<file path="src/rtl/bta_pkg.sv">
`default_nettype none
// ============================================================================
// Module : bta_pkg
// Types, header field offsets and parameter defaults for burst_to_apb.
// Rev    : 1.0 - initial release
// ============================================================================
package bta_pkg;

    localparam int c_addr_w_dflt  = 16;
    localparam int c_data_w_dflt  = 32;
    localparam int c_tmo_cyc_dflt = 16;

    localparam int c_hdr_write_bit = 31;
    localparam int c_hdr_len_msb   = 23;
    localparam int c_hdr_len_lsb   = 16;

    typedef enum logic [2:0] {
        ST_IDLE   = 3'd0,
        ST_WDATA  = 3'd1,
        ST_SETUP  = 3'd2,
        ST_ACCESS = 3'd3,
        ST_DRAIN  = 3'd4
    } state_t;

endpackage
`default_nettype wire

</file>
<file path="src/rtl/bta_skid.sv">
`default_nettype none
// ============================================================================
// Module : bta_skid
// Two-entry read-return skid buffer holding {last, data}.
// Rev    : 1.0 - initial release
// ============================================================================
module bta_skid #(
    parameter int DATA_W = 32
) (
    input  logic              clk,
    input  logic              rst,
    input  logic              i_push,
    input  logic [DATA_W-1:0] i_push_data,
    input  logic              i_push_last,
    output logic              o_full,
    output logic              o_empty,
    output logic              o_valid,
    output logic [DATA_W-1:0] o_data,
    output logic              o_last,
    input  logic              i_ready
);

    logic [DATA_W:0] r_mem [2];
    logic            r_wr_ptr;
    logic            r_rd_ptr;
    logic [1:0]      r_count;
    logic            w_pop;

    assign w_pop = (r_count != 2'd0) && i_ready;

    always_ff @(posedge clk or posedge rst) begin
        if (rst) begin
            r_mem[0] <= '0;
            r_mem[1] <= '0;
            r_wr_ptr <= 1'b0;
            r_rd_ptr <= 1'b0;
            r_count  <= 2'd0;
        end else begin
            if (i_push) begin
                r_mem[r_wr_ptr] <= {i_push_last, i_push_data};
                r_wr_ptr        <= ~r_wr_ptr;
            end
            if (w_pop) begin
                r_rd_ptr <= ~r_rd_ptr;
            end
            r_count <= r_count + 2'(i_push) - 2'(w_pop);
        end
    end

    assign o_full  = (r_count == 2'd2);
    assign o_empty = (r_count == 2'd0);
    assign o_valid = !o_empty;
    assign o_data  = r_mem[r_rd_ptr][DATA_W-1:0];
    assign o_last  = o_valid && r_mem[r_rd_ptr][DATA_W];

endmodule
`default_nettype wire

</file>
<file path="src/rtl/burst_to_apb.sv">
`default_nettype none
// ============================================================================
// Module : burst_to_apb
// Header-led burst stream to APB master bridge with read-return stream.
// Option : BURST_TO_APB_TIMEOUT_EN enables the PREADY timeout counter.
// Rev    : 1.0 - initial release
// ============================================================================
module burst_to_apb
    import bta_pkg::*;
#(
    parameter int ADDR_W  = c_addr_w_dflt,
    parameter int DATA_W  = c_data_w_dflt,
    parameter int TMO_CYC = c_tmo_cyc_dflt
) (
    input  logic              clk,
    input  logic              rst,
    input  logic              burst_valid,
    input  logic [DATA_W-1:0] data_burst_in,
    input  logic              burst_last,
    output logic              burst_ready,
    output logic              db_valid,
    output logic [DATA_W-1:0] data_burst_out,
    output logic              db_last,
    input  logic              db_ready,
    output logic [ADDR_W-1:0] paddr,
    output logic              psel,
    output logic              penable,
    output logic              pwrite,
    output logic [DATA_W-1:0] pwdata,
    input  logic [DATA_W-1:0] prdata,
    input  logic              pready,
    input  logic              pslverr,
    output logic              err,
    input  logic              err_clr,
    output logic              idle
);

    state_t            r_state;
    state_t            w_state_nxt;
    logic [7:0]        r_cnt;
    logic [ADDR_W-1:0] r_addr;
    logic              r_pwrite;
    logic [DATA_W-1:0] r_pwdata;
    logic              r_err;
    logic              r_last_seen;

    logic              w_acc;
    logic              w_hdr_write;
    logic              w_hdr_err;
    logic              w_beat_final;
    logic              w_beat_err;
    logic              w_done;
    logic              w_tmo;
    logic              w_stall;
    logic              w_push;
    logic              w_err_set;
    logic [DATA_W-1:0] w_rdata;
    logic              w_skid_full;
    logic              w_skid_empty;

    assign w_acc        = burst_valid && burst_ready;
    assign w_hdr_write  = data_burst_in[c_hdr_write_bit];
    assign w_hdr_err    = w_hdr_write ? burst_last : !burst_last;
    assign w_beat_final = (r_cnt == 8'd0);
    assign w_beat_err   = (burst_last != w_beat_final);
    // A read may only start its SETUP when the return buffer can take its data.
    assign w_stall      = !r_pwrite && w_skid_full;
    assign w_push       = (r_state == ST_ACCESS) && w_done && !r_pwrite;

`ifdef BURST_TO_APB_TIMEOUT_EN
    localparam int c_tmo_w = $clog2(TMO_CYC + 1);
    logic [c_tmo_w-1:0] r_tmo;

    always_ff @(posedge clk or posedge rst) begin
        if (rst) begin
            r_tmo <= '0;
        end else if ((r_state == ST_ACCESS) && !w_done) begin
            r_tmo <= r_tmo + c_tmo_w'(1);
        end else begin
            r_tmo <= '0;
        end
    end

    assign w_tmo   = !pready && (r_tmo == c_tmo_w'(TMO_CYC - 1));
    assign w_done  = pready || w_tmo;
    assign w_rdata = pready ? prdata : '0;
`else
    assign w_tmo   = 1'b0;
    assign w_done  = pready;
    assign w_rdata = prdata;
`endif

    assign w_err_set = ((r_state == ST_IDLE)   && w_acc && w_hdr_err)
                    || ((r_state == ST_WDATA)  && w_acc && w_beat_err)
                    || ((r_state == ST_ACCESS) && pready && pslverr)
                    || ((r_state == ST_ACCESS) && w_tmo);

    always_ff @(posedge clk or posedge rst) begin
        if (rst) begin
            r_state <= ST_IDLE;
        end else begin
            r_state <= w_state_nxt;
        end
    end

    always_comb begin
        w_state_nxt = r_state;
        unique case (r_state)
            ST_IDLE: begin
                if (w_acc) begin
                    if (w_hdr_err)        w_state_nxt = ST_DRAIN;
                    else if (w_hdr_write) w_state_nxt = ST_WDATA;
                    else                  w_state_nxt = ST_SETUP;
                end
            end
            ST_WDATA: begin
                if (w_acc) w_state_nxt = w_beat_err ? ST_DRAIN : ST_SETUP;
            end
            ST_SETUP: begin
                if (!w_stall) w_state_nxt = ST_ACCESS;
            end
            ST_ACCESS: begin
                if (w_done) begin
                    if (w_beat_final)  w_state_nxt = ST_IDLE;
                    else if (r_pwrite) w_state_nxt = ST_WDATA;
                    else               w_state_nxt = ST_SETUP;
                end
            end
            ST_DRAIN: begin
                // The offending beat may itself have closed the burst.
                if (r_last_seen || (w_acc && burst_last)) w_state_nxt = ST_IDLE;
            end
            default: w_state_nxt = ST_IDLE;
        endcase
    end

    always_comb begin
        burst_ready = 1'b0;
        psel        = 1'b0;
        penable     = 1'b0;
        idle        = 1'b0;
        unique case (r_state)
            ST_IDLE:   begin burst_ready = !rst; idle = w_skid_empty; end
            ST_WDATA:  burst_ready = !rst;
            ST_SETUP:  psel = !w_stall;
            ST_ACCESS: begin psel = 1'b1; penable = 1'b1; end
            ST_DRAIN:  burst_ready = !rst && !r_last_seen;
            default:   burst_ready = 1'b0;
        endcase
    end

    always_ff @(posedge clk or posedge rst) begin
        if (rst) begin
            r_cnt       <= 8'd0;
            r_addr      <= '0;
            r_pwrite    <= 1'b0;
            r_pwdata    <= '0;
            r_last_seen <= 1'b0;
        end else begin
            unique case (r_state)
                ST_IDLE: begin
                    if (w_acc) begin
                        r_cnt       <= data_burst_in[c_hdr_len_msb:c_hdr_len_lsb];
                        r_addr      <= data_burst_in[ADDR_W-1:0];
                        r_pwrite    <= w_hdr_write;
                        r_last_seen <= burst_last;
                    end
                end
                ST_WDATA: begin
                    if (w_acc) begin
                        r_last_seen <= burst_last;
                        if (!w_beat_err) r_pwdata <= data_burst_in;
                    end
                end
                ST_ACCESS: begin
                    if (w_done) begin
                        r_addr <= r_addr + ADDR_W'(4);
                        if (!w_beat_final) r_cnt <= r_cnt - 8'd1;
                    end
                end
                default: ;
            endcase
        end
    end

    always_ff @(posedge clk or posedge rst) begin
        if (rst) begin
            r_err <= 1'b0;
        end else if (w_err_set) begin
            r_err <= 1'b1;
        end else if (err_clr) begin
            r_err <= 1'b0;
        end
    end

    assign paddr  = r_addr;
    assign pwrite = r_pwrite;
    assign pwdata = r_pwdata;
    assign err    = r_err;

    bta_skid #(
        .DATA_W (DATA_W)
    ) u_skid (
        .clk         (clk),
        .rst         (rst),
        .i_push      (w_push),
        .i_push_data (w_rdata),
        .i_push_last (w_beat_final),
        .o_full      (w_skid_full),
        .o_empty     (w_skid_empty),
        .o_valid     (db_valid),
        .o_data      (data_burst_out),
        .o_last      (db_last),
        .i_ready     (db_ready)
    );

endmodule
`default_nettype wire

</file>
<file path="config.mk">
export PLATFORM = sky130hd
export DESIGN_NAME = burst_to_apb
export DESIGN_NICKNAME = d
export VERILOG_FILES = /design/src/rtl/bta_pkg.sv /design/src/rtl/bta_skid.sv /design/src/rtl/burst_to_apb.sv
export SDC_FILE = /design/constraint.sdc
export NUM_CORES = 1
export LEC_CHECK = 0
export ABC_AREA = 1
export ABC_CLOCK_PERIOD_IN_PS = 7200
export BUFFER_PORTS_ARGS = -buffer_cell sky130_fd_sc_hd__buf_2
export CORE_AREA = 2 2 130 132
export CTS_CLUSTER_DIAMETER = 150
export DETAILED_ROUTE_END_ITERATION = 10
export DIE_AREA = 0 0 132 134
export PLACE_DENSITY_LB_ADDON = 0.25
export SYNTH_ARGS = -nofsm -noshare
export SYNTH_HDL_FRONTEND = slang
export SYNTH_SLANG_ARGS = --single-unit
</file>
<file path="constraint.sdc">
create_clock -name clk -period 7.2 [get_ports clk]
set_input_delay 1.08 -clock clk [delete_from_list [all_inputs] [get_ports clk]]
set_output_delay 1.08 -clock clk [all_outputs]
set_load 0.02 [all_outputs]
</file>
==> impl_metrics.toml <==
[die]
dieArea_um2 = 17690
rows = 47
start_util_pct = 39.35
die_height_um = 134
coreArea_um2 = 16290
die_w_um = 132
io_pins = 160

[drt]
post_drt_wl_per_cell_um = 13.36
highest_layer = "met4"
vias_per_cell = 4.681
routed_wl_um = 16350
drt_iter0_markers = 403
wl_met1_um = 7760
drc = 0
ant_nets = 0
firstDrtPassIters = 6
wl_met3_um = 990
vias = 5729
met2_length_um = 7478

[sta]
maxSlewViolCount = 0
hold_violations = 0
layout_setup_ws_ps = 3924
finalCritPeriodShare_pct = 45.50
setup_viol = 0
fin_setup_tns_ps = 0
min_period_ps = 3276
fmax_ghz = 0.3052
fin_skew_ps = 6.545
slew-limit-headroom_pct = 23.94
rsz0062_at_grt = "false"
tightest_slew_ps = 1134

[run_status]
status = "complete, no violations"

[setup_path]
worst_ep_arrival_time_ps = 2200
cp_max_fo = 34
start_kind = "register"
required_ps = 6120
critPathKind = "register to output pin"
r2r_setup_slack_ps = 4330
rr_endpoint = "r_cnt[7]$_DFFE_PP0P_"
r2r_start = "r_state[1]$_DFFE_PP0P_"
ff2ff_path_depth = 8
endpoint_kind = "output pin"

[global_route]
track_usage_pct = 19.19
grt_max_degree = 77
grt_pass1_wl_um = 27480
antenna_found_initial = 0
overflow = 0
grt_pass1_vias = 5543

[yosys]
ys_async_sr_fraction_pct = 100.0
synthFlopType = "dfrtp_1"
ys_seq_elements = 132
post_synth.cell_area_avg_um2 = 7.559
synth_most_common_cell = "nand2_1"
syn-num-nets = 927
synth_edf_count = 0
syn_inst = 848
ys_top_cells_by_area = "dfrtp_1 (52%), nand2_1 (23%), o21ai_0 (6.9%)"
synth_largest_area_cell = "dfrtp_1"
yosys-top-cells-count = "nand2_1 (386), dfrtp_1 (132), o21ai_0 (89), inv_1 (72), nand3_1 (41)"
yosys_warnings = 0
synthDistinctLibCells = 28
netlist.area_leader.share_pct = 51.53
ys_seq_area_share_pct = 51.53
netlist_area_um2 = 6410

[pwr]
switchingPower_mw = 1.524
combPwrFrac_pct = 40.2
vdd_drop_max_uv = 221.5
internal_power_mw = 2.139
netSwitchingFraction_pct = 41.61
powerDensity_nw_per_um2 = 461.1
seqPwrFrac_pct = 35.3
p_leak_nw = 4.500
clkPwrFrac_pct = 24.5
p_total_mw = 3.664

[clocking]
cts_resized = 0
path_clk_slew_ps = 60
cts_tree = "yes"
clock_sinks = 132
ctsHoldBuffers = 0
cts_setup_buffers = 0
clockRootBuffer = "clkbuf_16"
clock_latency_ps = 410
htreeDepth = 4
cts_buffer_depth = 2
cts_inserted_buffers = 17

[placement]
gp_congestion = 0.8033
preCtsSetupSlack_ps = 3607
postPlaceCellArea_um2 = 7326
portBuffers = 159
place_hpwl_um = 10800

[finish]
drive_above_1_share_pct = 21.02
final_cell_area_um2 = 7946
nNetsFinal = 1071
diodes = 0
area_growth_pct = 23.97
num-fill-cells = 1664

[worst_hold_path]
hold_class = "register to register"
holdPathEnd = "paddr[0]$_DFFE_PP0P_"
min_path_cells = 2
min_from = "paddr[0]$_DFFE_PP0P_"

[run]
drv_cap = 0
[per-layer routing]
metal	GRT usage [%]	up-vias
li1	-	2946
met1	26.20	2606
met2	30.58	166
met3	4.497	11
met4	5.676	0
met5	0	-
[layout by cell type (no fill, tap or decap)]
cell	instances
xor2_1	1
nand2_1	385
clkinv_2	2
o21bai_1	1
clkbuf_8	5
clkinvlp_4	3
a21oi_1	3
clkbuf_1	1
clkinv_1	1
buf_4	4
ha_1	7
inv_2	3
clkbuf_16	17
nor2_2	3
inv_1	71
or2_4	1
nor2_1	23
xnor2_1	4
nand4_2	1
buf_2	159
o21ai_2	4
dfrtp_1	132
nand3_2	1
or2_2	2
bufinv_16	3
nand3_1	41
nand3b_1	2
o21ai_1	26
nand4_1	5
inv_6	1
o21ai_0	89
a32oi_1	1
nand2_2	2
[final cells by class]
cell class	count	area (µm²)	area share, %
clock buffer	23	498.0	6.267
timing repair buffer	163	825.8	10.39
tap	220	275.3	3.464
inverter	76	290.3	3.653
multi-input combinational	602	2631	33.11
sequential	132	3303	41.57
clock inverter	8	122.6	1.543
[state kept, by name, indices dropped and copies added, names as in the netlist]
signal           flops
r_cnt                8
r_state              3
pwdata              32
r_last_seen          1
u_skid.r_mem        66
paddr               16
u_skid.r_count       2
pwrite               1
u_skid.r_wr_ptr      1
err                  1
u_skid.r_rd_ptr      1
[through the flow]
stage,hold slack [ps],utilization (%),instances
4_1_cts,481.8,48.78,1224
2_1_floorplan,452.9,-,848
3_5_place_dp,467.4,44.97,1193
3_3_place_gp,465.3,44.97,1193
5_1_grt,505.2,48.78,1224
6_report,481.2,48.78,1224
[power groups by stage]
stage / clock [mW] / sequential (mW) / combinational (mW)
after CTS: 0.915 / 1.29 / 1.49
after floorplan: 0 / 1.42 / 0.878
after detailed placement: 0 / 1.30 / 1.49
final: 0.898 / 1.29 / 1.47
after global routing: 0.951 / 1.34 / 1.66
after global placement: 0 / 1.30 / 1.46
[kinds of logic after synthesis]
family | share of synthesized area [%]
AO/OA/AOI/OAI | 10.01
AND/OR/NAND/NOR | 28.95
buffers and inverters | 7.456
flip-flops | 51.53
XOR/XNOR | 0.6832
adder cells (fa/ha/maj) | 1.366
[critical path, stage by stage (launching register included)]
cell and delay, ps:
dfrtp_1 350, clkinv_1 870, nand2_1 310, nand2_1 80, buf_2 170
[worst max-delay path by stage]
stage,startpoint,to,slack (ps),depth (start not counted)
floorplan,rst,burst_ready,1720,3
global placement,rst,r_cnt[7]$_DFFE_PP0P_,3620,7
detailed placement,rst,r_cnt[6]$_DFFE_PP0P_,3610,7
CTS,u_skid.r_rd_ptr$_DFFE_PP0P_,data_burst_out[24],3850,4
global route,rst,r_cnt[7]$_DFFE_PP0P_,3710,7
finish,u_skid.r_rd_ptr$_DFFE_PP0P_,data_burst_out[13],3920,4
Note: power is estimated with default switching activity, not from simulation.
